**src/rtl/sat_counter.sv**
```systemverilog
// Saturating up-counter: sticks at all-ones instead of wrapping.
module sat_counter #(
  parameter int W = 16
) (
  input  logic         clk,
  input  logic         rst_n,
  input  logic         inc,
  output logic [W-1:0] count
);

  logic [W-1:0] r_count;

  // Count increments while below all-ones, then holds.
  always_ff @(posedge clk or negedge rst_n) begin
    if (!rst_n) begin
      r_count <= '0;
    end else if (inc && (r_count != {W{1'b1}})) begin
      r_count <= r_count + 1'b1;
    end
  end

  assign count = r_count;

endmodule

```
**config.mk**
```make
export PLATFORM = sky130hd
export DESIGN_NAME = sat_counter
export DESIGN_NICKNAME = d
export VERILOG_FILES = /design/src/rtl/sat_counter.sv
export SDC_FILE = /design/constraint.sdc
export NUM_CORES = 1
export LEC_CHECK = 0
export CAP_MARGIN = 20
export CORE_MARGIN = 2
export CORE_UTILIZATION = 30
export CTS_CLUSTER_SIZE = 24
export DETAILED_ROUTE_END_ITERATION = 12
export GPL_ROUTABILITY_DRIVEN = 0
export HOLD_SLACK_MARGIN = 0.08
export PLACE_DENSITY = 0.54
export SLEW_MARGIN = 20
export SYNTH_ARGS = -nofsm -noshare
export SYNTH_HDL_FRONTEND = slang
export SYNTH_SLANG_ARGS = --single-unit
export TNS_END_PERCENT = 5
```
**constraint.sdc**
```tcl
create_clock -name clk -period 3.8 [get_ports clk]
set_input_delay 0.38 -clock clk [delete_from_list [all_inputs] [get_ports clk]]
set_output_delay 0.38 -clock clk [all_outputs]
set_load 0.005 [all_outputs]
```
==> summary.txt <==
Worst setup path
  – CP bufs+invs: 1
  – Crit path cell chain: clkdlybuf4s50_1
  – Slowest-stage cell, CP: clkdlybuf4s50_1
  – Worst Path Arrival: 1.34 ns
  – CP Launch Type: flip-flop
  – R2r setup slk: 2.15 ns
  – CP Class: flip-flop to output port
  – Critical path's largest stage delay: 0.55 ns
  – Worst EP required: 3.42 ns
  – CP max FO: 6
  – Crit. End Element: output port
  – Largest delay contributor family on the critical path: buffers and inverters

Clocking
  – H-tree depth: 1
  – Clk Latency, worst-skew pair: 0.30 ns
  – Clock Tree Buf Depth: 2
  – Reg clk slew, reported paths: 0.11 ns
  – Post-CTS Setup Repair Bufs: 0
  – CTS tree: built
  – Number of hold buffers added after CTS: 0
  – Clock Root Buffer: clkbuf_4
  – CTS Sinks: 16
  – Clock buffer count from CTS: 3
  – Cells resized by post-CTS repair: 0

Logic synthesis
  – Seq/Total Area, Yosys: 46.6%
  – Yosys reg bits: 16
  – Synth async-reset ratio: 100%
  – Post-Syn Area: 860 um2
  – EDFF count, synth: 0
  – Netlist cell types: 27
  – Syn Area/Cell: 11.9 um2
  – Largest area contributor in the netlist: dfrtp_1
  – Syn Inst Count: 72
  – Top-area cell type share of the netlist area: 46.6%
  – Mapped Nets: 76
  – Ys Warns: 0
  – Top_reg_cell synth: dfrtp_1
  – Most area-consuming cells after synthesis: dfrtp_1, nand4_1, xnor2_1

Timing
  – Max-slew violations: 0
  – Hold Vio Cnt, Final: 0
  – Worst Max-Slew Pin Slew: 0.745 ns
  – Final Skew: 0.00785 ns
  – Final Setup Violations: 0
  – Slew margin rel.: 50.2%
  – RSZ-0062 raised after global routing: no
  – Max Fclk: 0.580 GHz
  – Min cycle time layout: 1.72 ns
  – Period utilization: 45.3%
  – Final setup TNS: 0 ns

Finish
  – Fraction of layout cells with a size suffix above 1: 14.9%
  – Final cell count without fillers: 125
  – Antenna Cells: 0
  – Fillers: 261
  – Number of nets in the layout: 99
  – Area Growth Syn to Fin: 29.7%
  – Max reg flops: 16

Die
  – Ports: 19
  – Core Box Area: 2730 um2
  – Die area: 3310 um2
  – Rows: 19
  – Die width: 57.5 um
  – Die span in y: 57.5 um
  – Starting density of the core: 31.4%

Global routing
  – Vias in the first global route: 646
  – Largest net degree at the start of global routing: 17
  – Overflow after GRT: 0
  – Initial antenna violation count: 0
  – Total GRT Usage: 12.2%
  – First-pass GRT wire length: 3.10 mm

Route
  – DR vias: 668
  – Max Used Layer: met4
  – Met2 routed WL: 874 um
  – Routed length on met1: 883 um
  – Vias per cell: 5.34
  – Drt wl/cell: 14.8 um
  – DRT iter0 DRCs: 24
  – Post-route ant nets: 0
  – DR DRC count: 0
  – Drt pass-1 iters: 6
  – Total Routed Length: 1.86 mm
  – Met3 WL: 58 um

Placement
  – Final HPWL DP: 1.34 mm
  – Inst Count DP: 121
  – I/O Buffers: 18

Power and ir drop
  – Leak: 0.445 nW
  – Power density cells: 471 nW/um2
  – Max VDD drop: 322 uV

Hold path
  – Min-delay worst type: input port to asynchronous set/reset pin

Outcome
  – Status: complete, no violations

Job
  – Max_cap viols: 0
## area by class of cell
class	instances	area, um2	share of cell area, %
multi-input cells	56	459	41.2
flip-flops and latches	16	400	35.9
repair buffers	18	180	16.2
well taps	31	38.8	3.48
clock buffers	4	36.3	3.25
## final timing paths
| path | start | endpoint | depth (start not counted) |
|---|---|---|---|
| min in group clk | count[15]$_DFFE_PN0P_ | count[15]$_DFFE_PN0P_ | 1 |
| hold / removal | rst_n | count[12]$_DFFE_PN0P_ | 1 |
| max in group asynchronous | rst_n | count[8]$_DFFE_PN0P_ | 1 |
| setup reg to reg | count[0]$_DFFE_PN0P_ | count[1]$_DFFE_PN0P_ | 4 |
| hold reg to reg | count[15]$_DFFE_PN0P_ | count[15]$_DFFE_PN0P_ | 1 |
| setup / recovery | count[2]$_DFFE_PN0P_ | count[2] | 1 |
## cell families after synthesis
logic type | count (synthesis) | synth area share, %
muxes | 1 | 1.31
adders and majority gates | 1 | 1.46
xor gates and xnor gates | 7 | 7.13
DFF | 16 | 46.6
and+or+nand+nor | 32 | 30.3
AOI/OAI and AO/OA | 15 | 13.2
## Yosys cell counts, types with 2 or more instances
library cell	number
and3_1	2
nand3_1	5
dfrtp_1	16
o21a_1	5
a31oi_1	3
nand2_1	4
nand4_1	8
a21oi_1	3
nor4_4	2
nor2_1	2
xnor2_1	5
xor2_1	2
## cells in the final DEF, fill, tap and decap left out, types with 2 or more instances in the layout
cell type        count
clkdlybuf4s50_1     18
xnor2_1              5
dfrtp_1             16
nor4_4               2
xor2_1               2
a21oi_1              3
o21a_1               5
clkbuf_4             3
nor2_1               2
nand3_1              5
nand2_1              4
nand4_1              8
and3_1               2
a31oi_1              3
## metal layers
layer,vias to the layer above,track usage (%)
met5,-,0
met2,11,20.0
met3,4,1.59
li1,330,-
met1,323,15.8
met4,0,5.98
## where the power goes
part,total [mW],internal (mW),switching (mW)
clock,0.118,0.0584,0.0595
sequential,0.258,0.203,0.0548
combinational,0.149,0.0894,0.0598
total,0.525,0.351,0.174
## stage by stage
| step | instance area, um2 | worst slack, ns | util, % | hold WS, ns | total power [mW] |
|---|---|---|---|---|---|
| 2_1_floorplan | 860 | 2.32 | - | 0.0844 | 0.320 |
| 3_3_place_gp | 1080 | 1.93 | 39.5 | 0.509 | 0.411 |
| 3_5_place_dp | 1080 | 1.93 | 39.5 | 0.532 | 0.412 |
| 4_1_cts | 1110 | 2.07 | 40.8 | 0.540 | 0.530 |
| 5_1_grt | 1110 | 2.01 | 40.8 | 0.572 | 0.556 |
| 6_report | 1110 | 2.08 | 40.8 | 0.514 | 0.525 |
Power figures use the tool's default switching activity.
